$ cat src/rtl/result_drain_pkg.sv
// Shared constants, state encoding and frame-length helper for result_drain.
// The optional trailing checksum beat is controlled by RESULT_DRAIN_CHECKSUM_EN.
package result_drain_pkg;

  localparam int N     = 8;
  localparam int DW    = 16;
  localparam int IW    = $clog2(N);
  localparam int ELEMS = N * N;

`ifdef RESULT_DRAIN_CHECKSUM_EN
  localparam bit CHECKSUM_EN = 1'b1;
`else
  localparam bit CHECKSUM_EN = 1'b0;
`endif

  localparam int FRAME_LEN = CHECKSUM_EN ? ELEMS + 1 : ELEMS;

  typedef enum logic [1:0] {
    IDLE     = 2'd0,
    STREAM   = 2'd1,
    WAIT_CLR = 2'd2
  } state_t;

  // Beats per frame for a matrix of the given element count.
  function automatic int frame_len(input int elems);
    return CHECKSUM_EN ? elems + 1 : elems;
  endfunction

endpackage

$ cat src/rtl/drain_addr_gen.sv
// Beat index plus row/column counters for the drain stream. Row and column
// advance alongside idx so no divide/modulo is needed.
module drain_addr_gen
  import result_drain_pkg::*;
#(
  parameter int N     = result_drain_pkg::N,
  parameter int IW    = $clog2(N),
  parameter int FRAME = frame_len(N * N),
  parameter int XW    = $clog2(FRAME + 1)
) (
  input  logic          m_clk,
  input  logic          rst,
  input  logic          clear,
  input  logic          advance,
  output logic [XW-1:0] idx,
  output logic [IW-1:0] row,
  output logic [IW-1:0] col,
  output logic          last
);

  always_ff @(posedge m_clk) begin
    if (rst || clear) begin
      idx <= '0;
      row <= '0;
      col <= '0;
    end else if (advance) begin
      idx <= idx + XW'(1);
      if (col == IW'(N - 1)) begin
        col <= '0;
        // Row returns to 0 after the last element, which is where the checksum beat reports.
        row <= (row == IW'(N - 1)) ? '0 : row + IW'(1);
      end else begin
        col <= col + IW'(1);
      end
    end
  end

  assign last = (idx == XW'(FRAME - 1));

endmodule

$ cat src/rtl/result_drain.sv
// Captures the N x N result matrix on the rising edge of done and streams it
// row-major over valid/ready. Optional checksum beat: RESULT_DRAIN_CHECKSUM_EN.
//   state    | meaning
//   IDLE     | armed, waiting for a done rising edge
//   STREAM   | presenting snapshot beats, out_valid high
//   WAIT_CLR | frame sent, waiting for done to drop before re-arming
module result_drain
  import result_drain_pkg::*;
#(
  parameter int N  = result_drain_pkg::N,
  parameter int DW = result_drain_pkg::DW,
  parameter int IW = $clog2(N)
) (
  input  logic              m_clk,
  input  logic              rst,
  input  logic              done,
  input  logic [N*N*DW-1:0] c_flat,
  output logic [DW-1:0]     out_data,
  output logic [IW-1:0]     out_row,
  output logic [IW-1:0]     out_col,
  output logic              out_valid,
  input  logic              out_ready,
  output logic              out_last,
  output logic              busy
);

  localparam int TOTAL = N * N;
  localparam int FRAME = frame_len(TOTAL);
  localparam int XW    = $clog2(FRAME + 1);
  localparam int AW    = $clog2(TOTAL);

  state_t          state, state_nxt;
  logic            done_q;
  logic            capture;
  logic            advance;
  logic            last;
  logic [XW-1:0]   idx;
  logic [IW-1:0]   row, col;
  logic [DW-1:0]   snap [TOTAL];

  // done_q tracks done even through reset, so a level still high afterwards is not an edge.
  always_ff @(posedge m_clk) begin
    done_q <= done;
  end

  always_ff @(posedge m_clk) begin
    if (rst) state <= IDLE;
    else     state <= state_nxt;
  end

  always_comb begin
    state_nxt = state;
    capture   = 1'b0;
    advance   = 1'b0;
    out_valid = 1'b0;
    busy      = 1'b0;
    case (state)
      IDLE: begin
        if (done && !done_q) begin
          capture   = 1'b1;
          state_nxt = STREAM;
        end
      end
      STREAM: begin
        out_valid = 1'b1;
        busy      = 1'b1;
        if (out_ready) begin
          advance = 1'b1;
          if (last) state_nxt = WAIT_CLR;
        end
      end
      WAIT_CLR: begin
        if (!done) state_nxt = IDLE;
      end
      default: state_nxt = IDLE;
    endcase
  end

  always_ff @(posedge m_clk) begin
    if (rst) begin
      for (int i = 0; i < TOTAL; i++) snap[i] <= '0;
    end else if (capture) begin
      for (int i = 0; i < TOTAL; i++) snap[i] <= c_flat[i*DW +: DW];
    end
  end

  drain_addr_gen #(
    .N     (N),
    .IW    (IW),
    .FRAME (FRAME),
    .XW    (XW)
  ) u_addr (
    .m_clk   (m_clk),
    .rst     (rst),
    .clear   (capture),
    .advance (advance),
    .idx     (idx),
    .row     (row),
    .col     (col),
    .last    (last)
  );

`ifdef RESULT_DRAIN_CHECKSUM_EN
  logic [DW-1:0] sum;

  // Accumulates exactly the data beats the consumer accepted.
  always_ff @(posedge m_clk) begin
    if (rst || capture) begin
      sum <= '0;
    end else if (advance && (idx < XW'(TOTAL))) begin
      sum <= sum + out_data;
    end
  end
`endif

  always_comb begin
    out_data = '0;
    if (state == STREAM) begin
`ifdef RESULT_DRAIN_CHECKSUM_EN
      if (idx == XW'(TOTAL)) out_data = sum;
      else                   out_data = snap[idx[AW-1:0]];
`else
      out_data = snap[idx[AW-1:0]];
`endif
    end
  end

  assign out_row  = row;
  assign out_col  = col;
  assign out_last = (state == STREAM) && last;

endmodule

$ cat config.mk
export PLATFORM = sky130hd
export DESIGN_NAME = result_drain
export DESIGN_NICKNAME = d
export VERILOG_FILES = /design/src/rtl/result_drain_pkg.sv /design/src/rtl/drain_addr_gen.sv /design/src/rtl/result_drain.sv
export SDC_FILE = /design/constraint.sdc
export NUM_CORES = 1
export LEC_CHECK = 0
export BUFFER_PORTS_ARGS = -buffer_cell sky130_fd_sc_hd__buf_2
export CAP_MARGIN = 20
export CELL_PAD_IN_SITES_DETAIL_PLACEMENT = 0
export CELL_PAD_IN_SITES_GLOBAL_PLACEMENT = 1
export CORE_AREA = 2 2 413 415
export CTS_BUF_LIST = sky130_fd_sc_hd__clkbuf_8
export DETAILED_ROUTE_END_ITERATION = 8
export DIE_AREA = 0 0 415 417
export PLACE_DENSITY = 0.54
export SETUP_SLACK_MARGIN = 0.5
export SLEW_MARGIN = 20
export SYNTH_ARGS = -nofsm -noshare
export SYNTH_HDL_FRONTEND = slang
export SYNTH_HIERARCHICAL = 1
export SYNTH_SLANG_ARGS = --single-unit
$ cat constraint.sdc
create_clock -name m_clk -period 28.9 [get_ports m_clk]
set_input_delay 1.445 -clock m_clk [delete_from_list [all_inputs] [get_ports m_clk]]
set_output_delay 1.445 -clock m_clk [all_outputs]
set_load 0.01 [all_outputs]
==> results.ini, run 1 <==
[outcome]
status=completed

[worst_hold_path]
hold_start=u_addr/row[1]
min_path_cells=2
min_to=u_addr/row[1]
min_path_type=flip-flop to flip-flop

[power]
worst_ir_drop_vdd_v=0.0000316
total_power_mw=3.41
p_per_area_nw_per_um2=59.3
p_leak_nw=22.0

[placed_design]
dp_hpwl_um=146000
pre_cts_slack_ns=22.12
io_buffers=1052
gp_routability_congestion=0.837
place_inst=5995

[setup_path]
cp_cell_sequence=buf_4, buf_4, buf_4, mux4_2, mux2_2, nand2_1, nand3_1, a22o_1, buf_2
reg2reg_depth=6
critPathRequiredTime_ns=27.45
cp_top_family=buffers and inverters
worstPathArrival_ns=5.78
criticalPathCategory=flip-flop to output port
endpoint_kind=output port
crit_top_cell=buf_4
startpoint_type=flip-flop
worstPathBufferInverterCount=4
crit_path_top_delay_cell=buf_4
cp.depth=9
critPathMaxFanout=45
r2r_end=snap[35][15]
cpPeakStageDelay_ns=0.83
rrSetupSlack_ns=23.41
timing.rr.start=state[1]

[cts]
clock-root-buffer=clkbuf_8
postCtsHoldBufs=0
cts_resized=0
post_cts_buffers=0
clk_latency_ns=0.92
clock-sinks=1040
clk_pin_slew_ns=0.06
htreeDepth=4
cts_tree=built
cts.path.max_buffers=3
cts_buffers=184

[logic_synthesis]
synth-simple-area-share=0.153
yosys.area_share.xor_xnor=0.000754
synth_fa_ha_area_frac=0.00135
synth-seq-cells=1040
syn_nets=3916
ys_warn_count=6
synth_cells=2883
async_reset_ff_frac=0
synth-main-ff-cell=edfxtp_1
synth_top_family_by_area=simple AND/OR/NAND/NOR gates
synth_compound_area_frac=0.0222
ys_types=48
syn_area_sq_um=46500
avgSynthCellArea_sq_um=16.1
synth_enable_flop_cells=1024
ys_seq_area_frac=0.669
synth.area.mux_share=0.134

[global_route]
grt_max_degree=240
grt_pass1_vias=30900
antenna_found_initial=125
grt_pass1_wl_um=255000
busiest_layer=met2
grt_use_met2=0.399
met3_usage=0.0415
grt.total_usage=0.217
grt.met1_usage=0.254
grt_overflow_total=0

[routing]
remaining_drc_errors=0
drtIter0Drc=2294
vias=29500
drt-pass1-iter-count=5
wire_per_inst_um=30.3
drt-vias-per-instance=4.65
drt.antenna.violating_nets=0
routed_wl_um=192000

[final_layout]
ff_latch_area_sq_um=31100
n_fill_cell=16700
fin_cells=6351
multi_input_area_sq_um=14500
num-nets-final=4996
drive_above_1_share=0.391
areaGrowthSynthToFinish_pct=23.7

[sta]
finalSetupViolCount=0
rsz0062_at_grt=no
fin_skew_ns=0.0384
worst_slack_ns=21.67
tns_ns=0
fmax_ghz=0.138
hold_viol=0
slew_headroom=0.264
fin_crit_sh=0.250
whs_ns=0.493
min_period_ns=7.23
drv_slew=0
tightest_slew_ns=1.10

[die]
die_area_sq_um=173000
die_y_um=417
core-area_sq_um=169000
start_util=0.276
pin_count=1053
die_w_um=415
rows=151

[flow_run]
drv_cap=0

sequential cells by signal, summed over array words and instances, names as in the netlist:
name        cells
state           2
u_addr/row      3
snap         1024
u_addr/col      3
u_addr/idx      7
done_q          1
cell families (layout without fill, tap and decap cells):
family	after synthesis	in the layout
other	0	28
buffers and inverters	208	1430
multiplexers	311	311
XOR/XNOR	4	4
flip-flops	1040	1040
AND/OR/NAND/NOR	1166	1166
adder cells (fa/ha/maj)	5	5
AO/OA/AOI/OAI	149	149
cell usage after synthesis, types with 3 or more instances:
master    count  area (sq um)
edfxtp_1   1024         30700
and2_1      549          3430
nor2b_1     489          3060
mux4_2      247          5560
clkbuf_1    117           439
nand2_1      62           233
mux2i_1      55           551
buf_2        37           185
o22ai_1      36           225
buf_4        25           188
a21oi_1      20           100
clkbuf_2     20           100
nor2_1       20          75.1
a211oi_1     19           143
nand3_1      17          85.1
dfxtp_1      16           320
o21ai_0      14          70.1
a22o_1       11          96.3
a221oi_1      9          78.8
a32oi_1       9          78.8
mux2_2        9           101
o221ai_1      9          78.8
nand3b_1      7          52.6
a22oi_1       6          45.0
a31oi_1       6          37.5
buf_1         6          22.5
ha_1          5          62.6
nand4_1       5          31.3
nand2b_1      4          25.0
nor3_1        3          15.0
or2_2         3          18.8
or3_1         3          18.8
xor2_1        3          26.3
stage by stage:
stage | util | instance area, sq um
2_1_floorplan | - | 46500
5_1_grt | 0.341 | 57500
3_3_place_gp | 0.321 | 54000
6_report | 0.341 | 57500
4_1_cts | 0.341 | 57400
3_5_place_dp | 0.321 | 54100
worst min-delay path: stages, from the launching register on:
cell     delay [ns]
dfxtp_1        0.33
nand2_1        0.06
a21oi_1        0.06
final cells by class:
cell class | instances | area share
sequential | 1040 | 0.541
multi-input combinational | 1635 | 0.252
timing repair buffer | 1101 | 0.0992
tap | 2218 | 0.0483
clock buffer | 186 | 0.0445
clock inverter | 142 | 0.0141
antenna | 28 | 0.00122
inverter | 1 | 0.0000653
metal layers:
| layer | share of wire | up-vias |
|---|---|---|
| met3 | 0.050 | 400 |
| met4 | 0.028 | 14 |
| met1 | 0.39 | 14900 |
| met2 | 0.53 | 1156 |
| met5 | 0.00043 | - |
| li1 | - | 13000 |
worst max path at each step:
stage	from	to
global route	u_addr/idx[0]	out_data[0]
floorplan	rst	snap[0][0]
detailed placement	rst	snap[34][15]
CTS	u_addr/idx[0]	out_data[0]
finish	u_addr/idx[0]	out_data[11]
global placement	rst	snap[32][15]
cell usage in the layout (no fill, tap or decap), types with 4 or more instances in the layout:
cell | synthesis | final
nand4_1 | 5 | 5
inv_6 | 0 | 4
o21ai_0 | 14 | 13
buf_4 | 25 | 44
diode_2 | 0 | 28
edfxtp_1 | 1024 | 1024
nor2_1 | 20 | 19
a31oi_1 | 6 | 6
dfxtp_1 | 16 | 11
a221oi_1 | 9 | 9
a21oi_1 | 20 | 20
clkbuf_8 | 0 | 186
mux2i_1 | 55 | 52
clkinv_1 | 0 | 36
ha_1 | 5 | 5
a22o_1 | 11 | 11
buf_2 | 37 | 1051
a32oi_1 | 9 | 9
inv_1 | 1 | 66
bufinv_16 | 0 | 4
nor2b_1 | 489 | 485
o221ai_1 | 9 | 9
mux4_2 | 247 | 247
nand2_1 | 62 | 62
o22ai_1 | 36 | 35
inv_12 | 0 | 5
mux2_2 | 9 | 9
nand3_1 | 17 | 17
a211oi_1 | 19 | 18
a22oi_1 | 6 | 6
and2_1 | 549 | 549
clkinv_2 | 0 | 20
nand3b_1 | 7 | 7
buf_12 | 0 | 5
nand2b_1 | 4 | 4
where the power goes:
| group | internal (mW) | leakage, nW | switching [mW] |
|---|---|---|---|
| combinational | 0.129 | 9.13 | 0.164 |
| clock | 0.642 | 1.97 | 0.660 |
| sequential | 1.78 | 10.9 | 0.0372 |
| total | 2.55 | 22.0 | 0.861 |
Note: power is estimated with default switching activity, not from simulation.
==> run 2: changes to the inputs <==
--- a/config.mk
+++ b/config.mk
@@ -9,11 +9,11 @@
 export CAP_MARGIN = 20
 export CELL_PAD_IN_SITES_DETAIL_PLACEMENT = 0
 export CELL_PAD_IN_SITES_GLOBAL_PLACEMENT = 1
-export CORE_AREA = 2 2 413 415
+export CORE_AREA = 2 2 406 408
 export CTS_BUF_LIST = sky130_fd_sc_hd__clkbuf_8
 export DETAILED_ROUTE_END_ITERATION = 8
-export DIE_AREA = 0 0 415 417
-export PLACE_DENSITY = 0.54
+export DIE_AREA = 0 0 408 410
+export PLACE_DENSITY = 0.55
 export SETUP_SLACK_MARGIN = 0.5
 export SLEW_MARGIN = 20
 export SYNTH_ARGS = -nofsm -noshare
==> constraint.sdc (replaced) <==
create_clock -name m_clk -period 6.85 [get_ports m_clk]
set_input_delay 0.3425 -clock m_clk [delete_from_list [all_inputs] [get_ports m_clk]]
set_output_delay 0.3425 -clock m_clk [all_outputs]
set_load 0.01 [all_outputs]
==> results.ini, run 2 (same netlist as run 1, synthesis figures left out) <==
[cts]
htreeDepth=4  ; unchanged
clock-sinks=1040  ; unchanged
cts_buffers=191  ; +3.8%
cts_tree=built
cts.path.max_buffers=3  ; unchanged
clk_pin_slew_ns=0.06  ; about the same
clock-root-buffer=clkbuf_8
clk_latency_ns=0.93  ; about the same

[routing]
routed_wl_um=205000  ; +6.4%
remaining_drc_errors=0  ; unchanged
wire_per_inst_um=27.6  ; -8.6%
drt-vias-per-instance=4.60  ; -1.1%
drt-pass1-iter-count=6  ; +1
drt.antenna.violating_nets=0  ; unchanged
drtIter0Drc=2581  ; +13%
vias=34000  ; +15%

[placed_design]
dp_hpwl_um=149000  ; +2.0%
gp_routability_congestion=0.823  ; -1.7%
io_buffers=1052  ; unchanged
place_area_sq_um=54200  ; +0.20%

[sta]
rsz0062_at_grt=no
drv_slew=0  ; unchanged
hold_viol=0  ; unchanged
fin_skew_ns=0.0598  ; +0.0214 ns
fmax_ghz=0.195
tightest_slew_ns=1.17  ; +0.0650 ns
fin_crit_sh=0.750
slew_headroom=0.213  ; -0.0516
min_period_ns=5.14
finalSetupViolCount=0  ; unchanged

[outcome]
status=completed

[final_layout]
multi_input_area_sq_um=14500  ; -0.15%
n_fill_cell=15300  ; -8.3%
largest-register=snap
largest_register_ffs=1024  ; unchanged
final_common_cell=buf_2
largestRegisters=snap (1024), u_addr/idx (7)
drive_above_1_share=0.315  ; -0.0764
stdcell_area_sq_um=68200  ; +19%
most-common-layout-cells=buf_2 (1051), dlygate4sd3_1 (1035), edfxtp_1 (1024)
num-nets-final=6045  ; +21%
ff_latch_area_sq_um=31100  ; about the same
areaGrowthSynthToFinish_pct=46.7

[setup_path]
cp_cell_sequence=buf_12, nor2b_1, a221oi_1, o21ai_0, o21ai_0, buf_2
criticalPathCategory=flip-flop to output port
critPathMaxFanout=65  ; +44%
crit_top_cell=o21ai_0
cp_top_family=compound AO/OA/AOI/OAI gates
crit_path_top_delay_cell=o21ai_0
startpoint_type=flip-flop
critPathRequiredTime_ns=6.51  ; -20.94 ns
worstPathBufferInverterCount=2  ; -2
worstPathArrival_ns=4.80  ; -0.98 ns
cpPeakStageDelay_ns=0.94  ; +0.11 ns
endpoint_kind=output port

[die]
die_y_um=410  ; -1.7%
core-area_sq_um=163000  ; -3.0%
die_w_um=408  ; -1.7%
start_util=0.284  ; +0.00848
rows=149  ; -1.3%
die_area_sq_um=167000  ; -3.3%
pin_count=1053  ; unchanged

[power]
p_per_area_nw_per_um2=222  ; +270%
p_leak_nw=26.4  ; +20%
worst_ir_drop_vdd_v=0.000196  ; +520%
total_power_mw=15.2  ; +340%

[worst_hold_path]
min_path_type=primary input to flip-flop

[global_route]
antenna_found_initial=74  ; -41%
grt.total_usage=0.239  ; +0.0229
grt_pass1_vias=36500  ; +18%
grt_overflow_total=0  ; unchanged
grt_max_degree=254  ; +5.8%
grt_pass1_wl_um=279000  ; +9.3%

[flow_run]
drv_cap=0  ; unchanged

[run 2: cell count changes in the layout (fill, tap and decap cells not counted), sizes merged, moves of 4 or more]
cell	previous run	this run
buf	1101	1108
clkbuf	186	191
clkinv	58	91
clkinvlp	2	6
diode	28	42
dlygate4sd3	0	1035
inv	79	57
[run 2: what timing repair did]
| action | CTS | global route |
|---|---|---|
| hold endpoints to repair | 1027 | 0 |
| resized for setup | 0 | 0 |
| hold buffers | 1035 | 0 |
| setup buffers | 0 | 0 |
[run 2: layout make-up]
class                      count  area share
sequential                  1040       0.456
timing repair buffer        2143       0.238
multi-input combinational   1635       0.212
tap                         2189      0.0402
clock buffer                 191      0.0386
clock inverter               158      0.0133
antenna                       42     0.00154
inverter                       1   0.0000551
[run 2: report_power, final]
part / leakage, nW / switching (mW) / total [mW] / internal (mW)
registers: 10.9 / 0.176 / 7.68 / 7.51
logic: 13.5 / 0.837 / 1.78 / 0.942
clock network: 1.98 / 2.87 / 5.70 / 2.82
total: 26.4 / 3.89 / 15.2 / 11.3
[run 2: path summary, 6_finish.rpt]
check             slack, ns             to  depth (start not counted)          start
setup / recovery       1.71    out_data[2]                          6  u_addr/idx[0]
hold / removal         0.16         done_q                          2           done
setup reg to reg       3.78    snap[35][5]                          4       state[0]
hold reg to reg        0.48  u_addr/row[1]                          2  u_addr/row[1]
[run 2: per-stage QoR]
step	utilization	instances	TNS (ns)	setup WS [ns]	hold WS, ns
2_1_floorplan	-	2883	-1713.19	-1.67	0.370
3_3_place_gp	0.331	5973	0	2.48	0.468
3_5_place_dp	0.331	5973	0	2.63	0.471
4_1_cts	0.416	7357	0	1.59	0.0355
5_1_grt	0.417	7389	0	1.40	0.0841
6_report	0.417	7399	0	1.71	0.163
[run 2: worst register-to-register path, delay by kind of cell, from the launching register on]
family | cells | cell delay [ns]
buffers and inverters | 2 | 1.28
flip-flops | 1 | 0.34
AND/OR/NAND/NOR | 2 | 1.02
[run 2: metal layers]
metal / track usage / vias up / routed length, um
met1: 0.288 / 17200 / 81200
met5: 0 / - / 120
met4: 0.0928 / 20 / 8420
met2: 0.424 / 1299 / 105000
li1: - / 15100 / -
met3: 0.0426 / 391 / 9920
==> run 3: changes to the inputs <==
==> constraint.sdc (replaced) <==
create_clock -name m_clk -period 5.3 [get_ports m_clk]
set_input_delay 0.265 -clock m_clk [delete_from_list [all_inputs] [get_ports m_clk]]
set_output_delay 0.265 -clock m_clk [all_outputs]
set_load 0.01 [all_outputs]
==> results.ini, run 3 (same netlist as run 1, synthesis figures left out) <==
[final_layout]
largestRegisters=snap (1024), u_addr/idx (7)
num-nets-final=6093  ; +0.79%
most-common-layout-cells=dlygate4sd3_1 (1083), buf_2 (1051), edfxtp_1 (1024)
fin_cells=7432  ; +0.45%
areaGrowthSynthToFinish_pct=47.8
largest_register_ffs=1024  ; unchanged
drive_above_1_share=0.311  ; -0.00363
stdcell_area_sq_um=68700  ; +0.78%
largest-register=snap
final_common_cell=dlygate4sd3_1

[global_route]
grt_use_met2=0.418  ; -0.00691
busiest_layer=met2
grt_pass1_wl_um=278000  ; -0.28%
grt_pass1_vias=37100  ; +1.6%
grt_overflow_total=0  ; unchanged
met3_usage=0.0397  ; -0.00295
grt.met1_usage=0.279  ; -0.00903
grt_max_degree=246  ; -3.1%
antenna_found_initial=62  ; -16%
grt.total_usage=0.239  ; -0.000540

[sta]
fin_skew_ns=0.0558  ; -0.00399 ns
min_period_ns=4.49
slew_headroom=0.285  ; +0.0722
drv_slew=0  ; unchanged
fmax_ghz=0.223
hold_viol=0  ; unchanged
tightest_slew_ns=1.06  ; -0.105 ns
fin_crit_sh=0.846
rsz0062_at_grt=no
tns_ns=0  ; unchanged
finalSetupViolCount=0  ; unchanged

[cts]
clock-root-buffer=clkbuf_8
clk_latency_ns=0.92  ; about the same
cts_buffers=190  ; -0.52%
clock-sinks=1040  ; unchanged
clk_pin_slew_ns=0.06  ; about the same
htreeDepth=4  ; unchanged
cts.path.max_buffers=3  ; unchanged
cts_tree=built

[routing]
routed_wl_um=204000  ; about the same
remaining_drc_errors=0  ; unchanged
drt.antenna.violating_nets=0  ; unchanged
drt-vias-per-instance=4.61  ; +0.41%
drt-pass1-iter-count=5  ; -1
vias=34300  ; +0.86%
wire_per_inst_um=27.5  ; -0.51%
drtIter0Drc=2444  ; -5.3%

[die]
pin_count=1053  ; unchanged
rows=149  ; unchanged
die_w_um=408  ; unchanged
start_util=0.284  ; unchanged
core-area_sq_um=163000  ; unchanged
die_y_um=410  ; unchanged
die_area_sq_um=167000  ; unchanged

[setup_path]
critPathRequiredTime_ns=5.04  ; -1.47 ns
criticalPathCategory=flip-flop to output port
endpoint_kind=output port
worstPathArrival_ns=4.22  ; -0.58 ns
cp_cell_sequence=buf_4, mux4_2, nand2_1, nand2_1, o21ai_0, o21ai_0, buf_2
startpoint_type=flip-flop
cpPeakStageDelay_ns=0.82  ; -0.12 ns
crit_path_top_delay_cell=dfxtp_4
worstPathBufferInverterCount=2  ; unchanged
critPathMaxFanout=31  ; -52%
cp_top_family=compound AO/OA/AOI/OAI gates

[power]
p_leak_nw=26.7  ; +1.2%
worst_ir_drop_vdd_v=0.000229  ; +17%
p_per_area_nw_per_um2=285  ; +28%

[placed_design]
dp_hpwl_um=151000  ; +0.89%
io_buffers=1052  ; unchanged
place_area_sq_um=54200  ; +0.12%
gp_routability_congestion=0.828  ; +0.69%
place_inst=5973  ; unchanged

[flow_run]
drv_cap=0  ; unchanged

[outcome]
status=completed

[worst_hold_path]
min_path_type=primary input to flip-flop

[run 3: cell types whose count changed in the layout (fill, tap and decap cells not counted), sizes merged]
cell         before   now
inv              57    67
buf            1108  1109
diode            42    34
clkinv           91    75
clkinvlp          6     3
dlygate4sd3    1035  1083
bufinv            5     6
[run 3: path summary, 6_finish.rpt]
path                                      end     startpoint  cells after the start  slack [ns]
worst min-delay path             snap[26][13]    c_flat[429]                      3        0.15
worst max register to register       state[1]  u_addr/idx[0]                      7        2.35
worst max-delay path              out_data[2]  u_addr/idx[1]                      7        0.81
worst min register to register  u_addr/row[1]  u_addr/row[1]                      2        0.49
[run 3: final cells by class]
| type | count | area [sq um] |
|---|---|---|
| multi-input cells | 1635 | 14500 |
| clock buffers | 191 | 2630 |
| flip-flops and latches | 1040 | 31100 |
| inverters | 1 | 3.75 |
| clock inverters | 150 | 886 |
| repair buffers | 2192 | 16800 |
| fillers | 15300 | 94800 |
| diodes | 34 | 85.1 |
| well taps | 2189 | 2740 |
[run 3: timing repair]
item | CTS | global route
hold endpoints to repair | 1027 | 0
setup buffers | 0 | 1
gates resized for setup | 1 | 0
hold buffers | 1083 | 0
endpoints found under the setup margin | 1 | 1
[run 3: stage by stage]
stage	total power [mW]	hold WS, ns	util	worst slack, ns
6_report	19.6	0.150	0.420	0.815
5_1_grt	20.3	0.0906	0.420	0.680
4_1_cts	19.8	0.0490	0.420	0.544
3_5_place_dp	11.8	0.421	0.332	1.32
3_3_place_gp	11.8	0.411	0.332	1.29
2_1_floorplan	10.9	0.293	-	-3.22
[run 3: where the power goes]
group,internal (mW),switching [mW]
sequential,9.70,0.209
clock,3.68,3.64
combinational,1.24,1.12
[run 3: metal layers]
layer / share of wire / up-vias
li1: - / 15200
met1: 0.39 / 17200
met2: 0.50 / 1378
met3: 0.047 / 473
met4: 0.061 / 8
met5: 0.00021 / -
[run 3: worst reg2reg max path, cell delays in order, from the launching register on]
cell           delay [ns]
dfxtp_4              0.74
buf_4                0.38
ha_1                 0.25
nand4_1              0.19
nor3b_1              0.50
nand3_1              0.13
a21oi_1              0.16
dlygate4sd3_1        0.56
